<file path="src/rtl/mux8_arb_pkg.sv">
// ---------------------------------------------------------------------------
// mux8_arb_pkg
// Shared definitions for the 8-requester round-robin byte arbiter:
//   N_REQ / SEL_W  - requester count and select width
//   arb_state_e    - arbiter FSM state
//   rr_pick()      - round-robin search starting just after a pointer
// ---------------------------------------------------------------------------
package mux8_arb_pkg;

  localparam int N_REQ = 8;
  localparam int SEL_W = 3;

  typedef enum logic {
    IDLE = 1'b0,
    BUSY = 1'b1
  } arb_state_e;

  // First set bit of req scanning ptr+1, ptr+2, ... with wrap-around; ptr
  // itself is the last candidate, so a sole requester can win again.
  // Returns ptr when req is empty (callers only use it when |req).
  function automatic logic [SEL_W-1:0] rr_pick(input logic [N_REQ-1:0] req,
                                               input logic [SEL_W-1:0] ptr);
    logic [SEL_W-1:0] idx;
    logic             found;
    rr_pick = ptr;
    found   = 1'b0;
    for (int k = 1; k <= N_REQ; k++) begin
      idx = ptr + SEL_W'(k);
      if (req[idx] && !found) begin
        rr_pick = idx;
        found   = 1'b1;
      end
    end
  endfunction

endpackage

</file>
<file path="src/rtl/mux8_rr_arbiter_mux8.sv">
// ---------------------------------------------------------------------------
// mux8
// Plain 8:1 byte multiplexer forming the shared datapath.
// Ports:
//   in0..in7  in  8  candidate bytes
//   select    in  3  index of the byte to pass
//   y         out 8  selected byte
// ---------------------------------------------------------------------------
module mux8 (
  input  logic [7:0] in0,
  input  logic [7:0] in1,
  input  logic [7:0] in2,
  input  logic [7:0] in3,
  input  logic [7:0] in4,
  input  logic [7:0] in5,
  input  logic [7:0] in6,
  input  logic [7:0] in7,
  input  logic [2:0] select,
  output logic [7:0] y
);

  always_comb begin
    case (select)
      3'd0:    y = in0;
      3'd1:    y = in1;
      3'd2:    y = in2;
      3'd3:    y = in3;
      3'd4:    y = in4;
      3'd5:    y = in5;
      3'd6:    y = in6;
      default: y = in7;
    endcase
  end

endmodule

</file>
<file path="src/rtl/mux8_rr_arbiter.sv">
// ---------------------------------------------------------------------------
// mux8_rr_arbiter
// Round-robin arbiter sharing one 8:1 byte mux between 8 requesters and
// forwarding the granted byte downstream over valid/ready. A requester may
// hold lock to keep the grant for up to MAX_HOLD consecutive beats.
// Ports:
//   clk        in   1      rising-edge clock
//   rst        in   1      synchronous active-high reset
//   req        in   8      byte pending per requester
//   lock       in   8      keep-grant request per requester
//   in_data    in   8x8    byte per requester
//   in_ack     out  8      combinational one-hot beat acceptance
//   gnt        out  8      registered one-hot grant, 0 when idle
//   sel        out  3      registered mux select
//   out_valid  out  1      downstream byte valid
//   out_ready  in   1      downstream accepts byte
//   out_data   out  8      granted byte, 0 when not valid
//   out_src    out  3      source index of out_data
// ---------------------------------------------------------------------------
module mux8_rr_arbiter
  import mux8_arb_pkg::*;
#(
  parameter int MAX_HOLD = 4
) (
  input  logic                   clk,
  input  logic                   rst,
  input  logic [N_REQ-1:0]       req,
  input  logic [N_REQ-1:0]       lock,
  input  logic [N_REQ-1:0][7:0]  in_data,
  output logic [N_REQ-1:0]       in_ack,
  output logic [N_REQ-1:0]       gnt,
  output logic [SEL_W-1:0]       sel,
  output logic                   out_valid,
  input  logic                   out_ready,
  output logic [7:0]             out_data,
  output logic [SEL_W-1:0]       out_src
);

  localparam int                HOLD_W     = $clog2(MAX_HOLD + 1);
  localparam logic [HOLD_W-1:0] HOLD_MAX_C = HOLD_W'(MAX_HOLD);
  localparam logic [HOLD_W-1:0] HOLD_ONE   = HOLD_W'(1);

  arb_state_e        r_state, w_state_nxt;
  logic [SEL_W-1:0]  r_ptr,   w_ptr_nxt;
  logic [SEL_W-1:0]  r_sel,   w_sel_nxt;
  logic [HOLD_W-1:0] r_hold_cnt, w_hold_nxt;
  logic [N_REQ-1:0]  r_gnt,   w_gnt_nxt;
  logic [7:0]        w_mux_y;
  logic              w_done;
  logic              w_keep;

  // NOTE: every variable driven here gets a default first so no path leaves
  // it unassigned; otherwise synthesis infers a latch.
  always_comb begin
    w_state_nxt = r_state;
    w_ptr_nxt   = r_ptr;
    w_sel_nxt   = r_sel;
    w_hold_nxt  = r_hold_cnt;
    w_gnt_nxt   = r_gnt;
    in_ack      = '0;
    w_done      = (r_state == BUSY) && out_ready;
    w_keep      = lock[r_sel] && req[r_sel] && (r_hold_cnt < HOLD_MAX_C);

    case (r_state)
      IDLE: begin
        if (|req) begin
          w_state_nxt = BUSY;
          w_sel_nxt   = rr_pick(req, r_ptr);
          w_gnt_nxt   = N_REQ'(1) << w_sel_nxt;
          w_hold_nxt  = HOLD_ONE;
        end
      end
      BUSY: begin
        // While stalled nothing moves; req[sel] is trusted to stay high.
        if (w_done) begin
          in_ack    = r_gnt;
          w_ptr_nxt = r_sel;
          if (w_keep) begin
            w_hold_nxt = r_hold_cnt + HOLD_ONE;
          end else if (|req) begin
            // Pick the next beat in the ack cycle so there is no bubble.
            w_sel_nxt  = rr_pick(req, r_sel);
            w_gnt_nxt  = N_REQ'(1) << w_sel_nxt;
            w_hold_nxt = HOLD_ONE;
          end else begin
            w_state_nxt = IDLE;
            w_gnt_nxt   = '0;
            w_hold_nxt  = '0;
          end
        end
      end
      default: w_state_nxt = IDLE;
    endcase

    // A beat under reset is aborted, so it must not be acknowledged.
    if (rst) in_ack = '0;
  end

  // NOTE: sequential state uses non-blocking assignments so every register
  // samples pre-edge values, independent of statement order.
  always_ff @(posedge clk) begin
    if (rst) begin
      r_state    <= IDLE;
      r_ptr      <= SEL_W'(N_REQ - 1);
      r_sel      <= '0;
      r_hold_cnt <= '0;
      r_gnt      <= '0;
    end else begin
      r_state    <= w_state_nxt;
      r_ptr      <= w_ptr_nxt;
      r_sel      <= w_sel_nxt;
      r_hold_cnt <= w_hold_nxt;
      r_gnt      <= w_gnt_nxt;
    end
  end

  mux8 u_mux8 (
    .in0    (in_data[0]),
    .in1    (in_data[1]),
    .in2    (in_data[2]),
    .in3    (in_data[3]),
    .in4    (in_data[4]),
    .in5    (in_data[5]),
    .in6    (in_data[6]),
    .in7    (in_data[7]),
    .select (r_sel),
    .y      (w_mux_y)
  );

  assign out_valid = (r_state == BUSY);
  assign out_data  = out_valid ? w_mux_y : 8'h00;
  assign out_src   = r_sel;
  assign sel       = r_sel;
  assign gnt       = r_gnt;

endmodule

</file>
<file path="config.mk">
export PLATFORM = sky130hd
export DESIGN_NAME = mux8_rr_arbiter
export DESIGN_NICKNAME = d
export VERILOG_FILES = /design/src/rtl/mux8_arb_pkg.sv /design/src/rtl/mux8_rr_arbiter_mux8.sv /design/src/rtl/mux8_rr_arbiter.sv
export SDC_FILE = /design/constraint.sdc
export NUM_CORES = 1
export LEC_CHECK = 0
export BUFFER_PORTS_ARGS = -buffer_cell sky130_fd_sc_hd__buf_2
export CORE_ASPECT_RATIO = 0.8
export CORE_MARGIN = 3
export CORE_UTILIZATION = 40
export CTS_BUF_LIST = sky130_fd_sc_hd__clkbuf_16
export CTS_CLUSTER_SIZE = 14
export DETAILED_ROUTE_END_ITERATION = 12
export PLACE_DENSITY = 0.69
export SLEW_MARGIN = 20
export SYNTH_ARGS = -nofsm -noshare
export SYNTH_HDL_FRONTEND = slang
export SYNTH_SLANG_ARGS = --single-unit
</file>
<file path="constraint.sdc">
create_clock -name clk -period 3.65 [get_ports clk]
set_input_delay 0.73 -clock clk [delete_from_list [all_inputs] [get_ports clk]]
set_output_delay 0.73 -clock clk [all_outputs]
set_load 0.05 [all_outputs]
</file>
==> results.md, run 1 <==
- Post-synth EDFFs: 0
- Clk root buf: clkbuf_16
- Post-route ant nets: 0
- Compound-Gate Fraction of Synth Area: 29.8%
- Reg2Reg Depth: 12
- Ys flop type: dfxtp_1
- Top Layer Used: met4
- Final Hold Viols: 0
- Wire length on met2: 5.29 mm
- Largest net degree at the start of global routing: 35
- Final setup viols: 0
- Clock Latency Late Sink: approximately 0.25 ns
- Critical path class: flip-flop to flip-flop
- Final worst-path cycle share: about 95%
- Antenna violations before repair: 0
- Hold Crit Depth: 2
- Slew @ Worst Pin: 0.744 ns
- Worst hold path type: flip-flop to flip-flop
- Top cells by area, synth: mux4_2 (13%), dfxtp_1 (11%), mux2i_1 (8.7%)
- Min-delay src: r_hold_cnt[1]
- CP Cell Sequence: inv_1 -> buf_4 -> ha_1 -> xnor2_4 -> mux2i_1 -> o221ai_2 -> buf_4 -> o2111a_1 -> or3_4 -> o32a_4 -> a2111o_1 -> nand3_1
- Worst setup SP type: flip-flop
- DRC viols: 0
- Register area share after synthesis: 10.8%
- Worst path required time: roughly 3.8 ns
- First-pass GRT wire length: between 15 and 20 mm
- Vias in the first global route: about 3700
- Gpl congestion: 0.880
- Max Buffers Root-to-Sink: 2
- Yosys top cell area share: about an eighth
- R2r startpoint: out_src[1]
- Yosys cell types: 68
- Core area: about 0.008 mm^2
- Hold_buf cts: 0
- Synth warnings: 0
- Yosys top cell by area: mux4_2
- Post-synth net total: 490
- Initial Util: a little over two fifths
- Mean Syn Cell Area: between 8 and 9 um^2
- Buffers on Ports: ~110
- IO Pins: around 110
- Hpwl dp: 8.51 mm
- Die Span X: between 100 and 150 um
- CP max stage cell: a2111o_1
- Die span in y: between 80 and 90 um
- Area Overhead vs Synth: 24.6%
- Yosys reg bits: 18
- Reg2Reg Setup Slack: 0.18 ns
- Post-Synth XOR/XNOR Area: approximately 3.1%
- Worst EP arrival: around 3.7 ns
- RSZ-0062 raised after global routing: no
- H-Tree Level Count: 1
- DIE AREA: between 0.009 and 0.01 mm^2
- Power density over cell area: around 930 mW/mm^2
- CTS clk-pin slew, worst paths: roughly 0.05 ns
- Slew Limit Fails: 0
- Maxcap violations: 0
- Most frequent CP cell: buf_4
- Grt ovf: 0
- Overall Global Routing Usage: a little under a quarter
- Wire length on met3: 881 um
- Run status: completed
- Row count: 29
- Max transition margin: between 40% and 50%
- Mux share of post-synthesis cell area: ~28%
- Via count: ~3800
- Routed WL: about 11 mm
- RR Endpoint: gnt[0]
- Peak VDD IR: 0.000490 V
- Gate Count Post-Synth: 398
- Drt via density: about 6.3
- Async SR Flop Fraction: 0%
- Inst Count DP: 605
- Minimum clock period: around 3.5 ns
- Share of cells above drive strength 1: ~40%
- Crit. End Element: flip-flop
- WL/cell: between 15 and 20 um
- Num CTS Buffers: 3
- Fmax: about 0.29 GHz
- Finished Layout Cells: slightly above 600
- CTS tree: built
- Commonest non-fill, non-tap cell in the layout: buf_2
- DRT iter0 DRCs: slightly below 300
- Largest family of logic cells by synthesized area: compound AO/OA/AOI/OAI gates
- CP max stage delay: approximately 0.43 ns
- Pre-Repair DR Iteration Count: 5
- Simple-gate area share of the yosys netlist: between 10% and 20%
- # clock sinks: 18
- NumNets Final: 595
- Commonest non-fill, non-tap cells in the layout: buf_2 (113), nand2_1 (33), mux2i_1 (29)
- Adder-cell share of the synthesized area: approximately 3.4%
- Max Fanout on Critical Path: 8
- Hold EP: r_hold_cnt[1]
- Hold slack: around 0.46 ns
- Leakage: 1.81 nW
- M1 WL: approximately 4.9 mm
- Synthesized cell area: 0.00335 mm^2
- Final Skew: ~0.00085 ns
- Diode count: 0
-- report_power, final --
part / total [mW] / switching, mW / internal [mW]
Combinational: 3.34 / 2.05 / 1.29
Clock: 0.224 / 0.0781 / 0.146
Sequential: 0.308 / 0.0486 / 0.259
Total: 3.88 / 2.18 / 1.70
-- area by class of cell --
type	count	area (um^2)
fill	771	3850
sequential	18	368
clock inverter	1	3.75
tap	108	135
inverter	15	56.3
clock buffer	3	75.1
timing repair buffer	133	716
multi-input combinational	332	2820
-- metrics by stage --
step           area (um^2)  worst slack, ns  setup TNS (ns)  utilization (%)  power, mW
2_1_floorplan         3410          -0.0181         -0.0181                -       2.89
3_3_place_gp          4050            0.226               0             50.5       3.46
5_1_grt               4170           0.0598               0             52.0       4.13
4_1_cts               4130           0.0505               0             51.5       3.76
6_report              4170            0.181               0             52.0       3.88
3_5_place_dp          4050         -0.00138        -0.00138             50.5       3.52
-- state kept, by name, indices dropped and copies added, names as in the netlist --
name,flops
gnt,8
out_src,3
out_valid,1
r_hold_cnt,3
r_ptr,3
-- routing by layer --
layer  GRT usage (%)  vias up
met5               0        -
met4            2.29        0
met3            5.08        6
met2            38.0      169
met1            31.1     1848
li1                -     1800
-- timing repair --
action | in CTS | in global routing
resized for setup | 1 | 5
setup endpoints to repair | 2 | 12
pin swaps | 0 | 1
setup buffers | 0 | 1
cloned | 0 | 0
-- kinds of logic after synthesis --
logic type / Yosys count
compound gates: 127
buf+inv: 48
mux: 66
simple gates: 122
flops: 18
xor+xnor: 8
fa+ha+maj: 9
-- worst max path at each step --
| stage | endpoint | cells past startpoint | from | slack (ns) |
|---|---|---|---|---|
| global route | gnt[4] | 9 | r_ptr[1] | 0.06 |
| floorplan | gnt[0] | 14 | out_src[0] | -0.02 |
| detailed placement | gnt[5] | 11 | out_src[1] | -0.001 |
| global placement | gnt[5] | 11 | out_src[1] | 0.23 |
| CTS | out_data[7] | 9 | out_src[0] | 0.05 |
| finish | gnt[0] | 12 | out_src[1] | 0.18 |
-- worst max-delay path, delay by kind of cell (launching register included) --
| family | cells | cell delay (ns) |
|---|---|---|
| compound gates | 4 | 1.26 |
| simple gates | 2 | 0.49 |
| buf+inv | 3 | 0.45 |
| flops | 1 | 0.34 |
| xor+xnor | 1 | 0.30 |
| fa+ha+maj | 1 | 0.29 |
| mux | 1 | 0.28 |
-- cell usage after synthesis, types with 11 or more instances --
| cell | n |
|---|---|
| nand2_1 | 33 |
| mux2i_1 | 29 |
| nor2_1 | 26 |
| a21oi_1 | 23 |
| mux4_2 | 19 |
| dfxtp_1 | 18 |
| clkbuf_1 | 17 |
| mux2_2 | 17 |
| and2_1 | 16 |
| o21ai_0 | 15 |
| inv_1 | 14 |
| nand3_1 | 14 |
| a221oi_1 | 11 |
Note: power is estimated with default switching activity, not from simulation.
==> inputs of run 2 (changes only) <==
- PLACE_DENSITY: 0.69 -> unset
- PLACE_DENSITY_LB_ADDON: unset -> 0.15
==> run 2 against run 1 <==
Net effect: fmax is 2.3% higher; sequential power rose by 3%; setup slack better by 0.078 ns; clock-buffer cell count did not move; critical path type unchanged; largest cell class unchanged.
==> results.md, run 2 (synthesized netlist as in run 1, its figures left out) <==
- CTS clk-pin slew, worst paths: ~0.050 ns
- Final worst-path cycle share: 92.9%
- CTS tree: built
- Share of cells above drive strength 1: roughly 40%
- Inst Count DP: roughly 610
- Num CTS Buffers: 3
- Run status: completed
- Hold Crit Depth: 2
- Final Skew: between 0.002 and 0.003 ns
- Largest net degree at the start of global routing: 35
- Gpl congestion: 0.859
- Critical path class: flip-flop to flip-flop
- Final Cell Area: between 0.004 and 0.005 mm^2
- Slew @ Worst Pin: ~0.7 ns
- Antenna violations before repair: 0
- DRC viols: 0
- Setup TNS: 0 ns
- CP max stage delay: approximately 0.46 ns
- Drt via density: approximately 6.2
- Area Overhead vs Synth: 24.6%
- DRT iter0 DRCs: ~320
- IO Pins: 114
- Leakage: around 1.8 nW
- Clk root buf: clkbuf_16
- Row count: 29
- Die Span X: between 100 and 150 um
- Hpwl dp: 8.55 mm
- Reg2Reg Depth: 11
- Fmax: ~0.3 GHz
- Commonest non-fill, non-tap cells in the layout: buf_2 (113), nand2_1 (33), mux2i_1 (29)
- Crit. End Element: flip-flop
- Peak VDD IR: between 0.0004 and 0.0005 V
- Worst hold path type: flip-flop to flip-flop
- Diode count: 0
- Max reg flops: 8
- Core area: roughly 0.0080 mm^2
- First-pass GRT wire length: about 18 mm
- Routed WL: about 11 mm
- Initial Util: 41.8%
- Buffers on Ports: between 100 and 150
- Worst EP arrival: ~3.6 ns
- RSZ-0062 raised after global routing: no
- Final Hold Viols: 0
- Minimum clock period: approximately 3.4 ns
- Max Buffers Root-to-Sink: 2
- Vias in the first global route: between 3000 and 4000
- Die span in y: between 80 and 90 um
- Max transition margin: 52.3%
- Worst setup SP type: flip-flop
- Clock Latency Late Sink: approximately 0.25 ns
- Final setup viols: 0
- Via count: ~3800
- Overall Global Routing Usage: 23.4%
- Maxcap violations: 0
- Most frequent CP cell: mux2i_1
- Power density over cell area: about 900 mW/mm^2
- DIE AREA: 0.00951 mm^2
- Finished Layout Cells: around 610
- NumNets Final: 596
- Post-DP Area: approximately 0.0041 mm^2
- Max Fanout on Critical Path: 11
- Setup Buffers After CTS: 0
- Slew Limit Fails: 0
- H-Tree Level Count: 1
- Commonest non-fill, non-tap cell in the layout: buf_2
- # clock sinks: 18
- Grt ovf: 0
- Worst path required time: 3.84 ns
- CP max stage cell: ha_2
- Pre-Repair DR Iteration Count: 8
- CP Cell Sequence: inv_1 -> ha_2 -> buf_4 -> mux2i_1 -> mux2i_1 -> o221ai_2 -> a2111oi_0 -> or3_4 -> o32a_4 -> a2111o_1 -> nand3_1
- WL/cell: approximately 18 um
- # fillers: between 700 and 800
- Hold slack: 0.473 ns
- Post-route ant nets: 0
run 2: per-stage QoR:
stage / setup WS (ns) / total power, mW / util [%]
floorplan: -0.0181 / 2.89 / -
global placement: 0.279 / 3.51 / 50.7
detailed placement: 0.203 / 3.55 / 50.7
CTS: 0.154 / 3.79 / 51.7
global route: 0.0491 / 4.15 / 52.0
finish: 0.259 / 3.86 / 52.0
run 2: report_power, final:
part	switching (mW)	leakage, nW	internal [mW]
Sequential	0.0569	0.149	0.259
Combinational	2.05	1.62	1.28
Clock	0.0771	0.0423	0.146
run 2: path summary, 6_finish.rpt:
check / from / end / slack, ns
worst max register to register: out_src[1] / gnt[0] / 0.26
worst min-delay path: r_hold_cnt[1] / r_hold_cnt[1] / 0.47
worst max-delay path: out_src[1] / gnt[0] / 0.26
worst min register to register: r_hold_cnt[1] / r_hold_cnt[1] / 0.47
run 2: final cells by class:
class / count / area (um^2) / area share [%]
clock buffers: 3 / 75.1 / 1.80
well taps: 108 / 135 / 3.24
inverters: 15 / 56.3 / 1.35
repair buffers: 134 / 723 / 17.3
multi-input cells: 332 / 2810 / 67.4
flip-flops and latches: 18 / 368 / 8.82
clock inverters: 1 / 3.75 / 0.0900
run 2: routing by layer:
| metal | GRT usage, % | up-vias | share of wire, % |
|---|---|---|---|
| met2 | 38.7 | 196 | 47 |
| met3 | 3.68 | 14 | 8.2 |
| met5 | 0 | - | 0 |
| met1 | 33.1 | 1798 | 44 |
| met4 | 3.67 | 0 | 0.96 |
| li1 | - | 1804 | - |
run 2: critical path: cells and delay by family (launching register included):
kind	cells	cell delay, ns
AO/OA/AOI/OAI	4	1.36
adder cells (fa/ha/maj)	1	0.46
buffers and inverters	2	0.27
flip-flops	1	0.34
multiplexers	2	0.38
AND/OR/NAND/NOR	2	0.51
run 2: repair_timing:
action                                  4_1_cts  5_1_grt
hold buffers                                  0        0
endpoints found under the setup margin        0       10
gates resized for setup                       0        5
==> inputs of run 3 (changes only) <==
- GPL_TIMING_DRIVEN: unset -> 0
==> run 3 against run 2 <==
Net effect: combinational power rose by 15%; fmax is 5.3% lower; sequential power about the same; worst hold slack worse by 0.0094 ns; clock skew about the same; final cell count increased by 5.6%; sequential cell count is the same; design area is 9.4% higher; largest cell class unchanged; total power grew 13%; clock-buffer cell count is the same; clock power about the same; critical path type unchanged; global-route usage grew 0.66 points.
==> results.md, run 3 (synthesized netlist as in run 1, its figures left out) <==
- Post-route ant nets: 0
- First-pass GRT wire length: 18.7 mm
- Layout Utilization: 56.9%
- Fmax: roughly 0.28 GHz
- Max Buffers Root-to-Sink: 2
- Initial Util: approximately two fifths
- Hpwl dp: between 8 and 9 mm
- Peak VDD IR: 0.000445 V
- Die Span X: between 100 and 150 um
- IO Pins: 114
- Leakage: approximately 1.9 nW
- Max Fanout on Critical Path: 8
- Num CTS Buffers: 3
- Diode count: 0
- Vias in the first global route: around 3800
- Worst EP arrival: between 3 and 4 ns
- DRC viols: 0
- Final Cell Area: between 0.004 and 0.005 mm^2
- Commonest non-fill, non-tap cells in the layout: buf_2 (114), nand2_1 (32), buf_4 (29)
- Buffers on Ports: 112
- Most frequent CP cell: buf_12
- Via count: 3961
- Overall Power: approximately 4.4 mW
- Minimum clock period: 3.58 ns
- Grt ovf: 0
- Run status: completed
- Area Overhead vs Synth: 36.3%
- Met1 usage: approximately 33%
- Slew @ Worst Pin: roughly 0.74 ns
- CTS tree: built
- Hold slack: 0.464 ns
- Clock Latency Late Sink: 0.25 ns
- Worst path required time: between 3 and 4 ns
- Max transition margin: between 40% and 50%
- H-Tree Level Count: 1
- Drt via density: ~6.1
- Overall Global Routing Usage: 24.1%
- Top Usage Layer GRT: met2
- R2r startpoint: out_src[0]
- CP max stage delay: 0.52 ns
- # clock sinks: 18
- WL/cell: about 18 um
- Setup WS pre-CTS: -0.402 ns
- Maxcap violations: 0
- CP max stage cell: mux4_2
- Met3 Resource Use GR: 5.08%
- Reg2Reg Depth: 14
- Hold EP: r_hold_cnt[2]
- Largest net degree at the start of global routing: 20
- Post-DP Area: 0.00411 mm^2
- Final worst-path cycle share: between 90% and 100%
- Share of cells above drive strength 1: 44.5%
- RR Endpoint: gnt[6]
- Routed WL: 11.8 mm
- Critical path class: flip-flop to flip-flop
- Max reg flops: 8
- Core area: between 0.008 and 0.009 mm^2
- Setup TNS: 0 ns
- Power density over cell area: between 900 and 1000 mW/mm^2
- Die span in y: slightly below 90 um
- Worst setup SP type: flip-flop
- Hold_buf cts: 0
- Min-delay src: r_hold_cnt[2]
- Finished Layout Cells: ~650
- Worst hold path type: flip-flop to flip-flop
- Final Skew: between 0.002 and 0.003 ns
- DRT iter0 DRCs: between 200 and 300
- Slew Limit Fails: 0
- Row count: 29
- Pre-Repair DR Iteration Count: 7
- CP Cell Sequence: buf_12 -> buf_12 -> buf_12 -> inv_6 -> ha_4 -> buf_6 -> mux2_2 -> mux4_2 -> buf_4 -> a2111oi_2 -> or3_4 -> a22o_2 -> nand4_1 -> a311oi_2
- Commonest non-fill, non-tap cell in the layout: buf_2
- CTS clk-pin slew, worst paths: around 0.050 ns
- NumNets Final: 630
- Clk root buf: clkbuf_16
- Antenna violations before repair: 0
- Reg2Reg Setup Slack: a little under 0.07 ns
- Final setup viols: 0
- Worst setup margin: between 0.06 and 0.07 ns
- Gpl congestion: around 0.9
- Inst Count DP: slightly above 600
- Crit. End Element: flip-flop
- Met2 usage in global routing: 41.4%
- DIE AREA: 0.00951 mm^2
- Hold Crit Depth: 2
- Final Hold Viols: 0
-- run 3: changes by cell type in the layout (fill, tap and decap cells not counted), moves of 3 or more --
cell | previous run | this run
buf_12 | 0 | 4
buf_4 | 21 | 29
buf_6 | 0 | 3
clkbuf_1 | 0 | 17
mux2i_1 | 29 | 24
mux2i_2 | 1 | 5
-- run 3: timing repair --
item                                    4_1_cts  5_1_grt
endpoints found under the hold margin         0        0
buffers inserted                              7       16
resized for setup                            20       27
endpoints found under the setup margin       18       19
gates cloned                                  1        0
pin swaps                                     4        9
-- run 3: routing by layer --
layer | share of wire (%) | wire length [um] | up-vias
li1 | - | - | 1869
met1 | 43 | 5090 | 1906
met2 | 48 | 5720 | 180
met3 | 8.0 | 940 | 6
met4 | 0.50 | 59 | 0
met5 | 0 | 0 | -
-- run 3: layout make-up --
type                            instances  area, um^2
Multi-Input combinational cell        332        2940
Buffer                                 32         229
Tap cell                              108         135
Clock buffer                            3        75.1
Fill cell                             728        3460
Timing Repair Buffer                  136         741
Inverter                               15        68.8
Sequential cell                        18         370
Clock inverter                          1        3.75
-- run 3: how the worst max path moves through the flow --
stage	slack [ns]	end	startpoint	cells after the start
detailed placement	-0.40	gnt[0]	out_src[0]	15
global route	-0.08	gnt[6]	out_src[0]	14
floorplan	-0.02	gnt[0]	out_src[0]	14
global placement	-0.42	out_data[3]	out_src[2]	9
CTS	-0.01	gnt[0]	out_src[0]	14
finish	0.07	gnt[6]	out_src[0]	14
-- run 3: report_power, final --
group / total [mW] / switching, mW / internal (mW)
Clock: 0.223 / 0.0774 / 0.146
Sequential: 0.315 / 0.0546 / 0.260
Combinational: 3.82 / 2.25 / 1.57
-- run 3: worst max-delay path, delay by kind of cell (launching register included) --
family	cells	cell delay, ns
buf+inv	6	0.67
flops	1	0.37
fa+ha+maj	1	0.28
simple gates	2	0.37
compound gates	3	0.92
mux	2	0.87
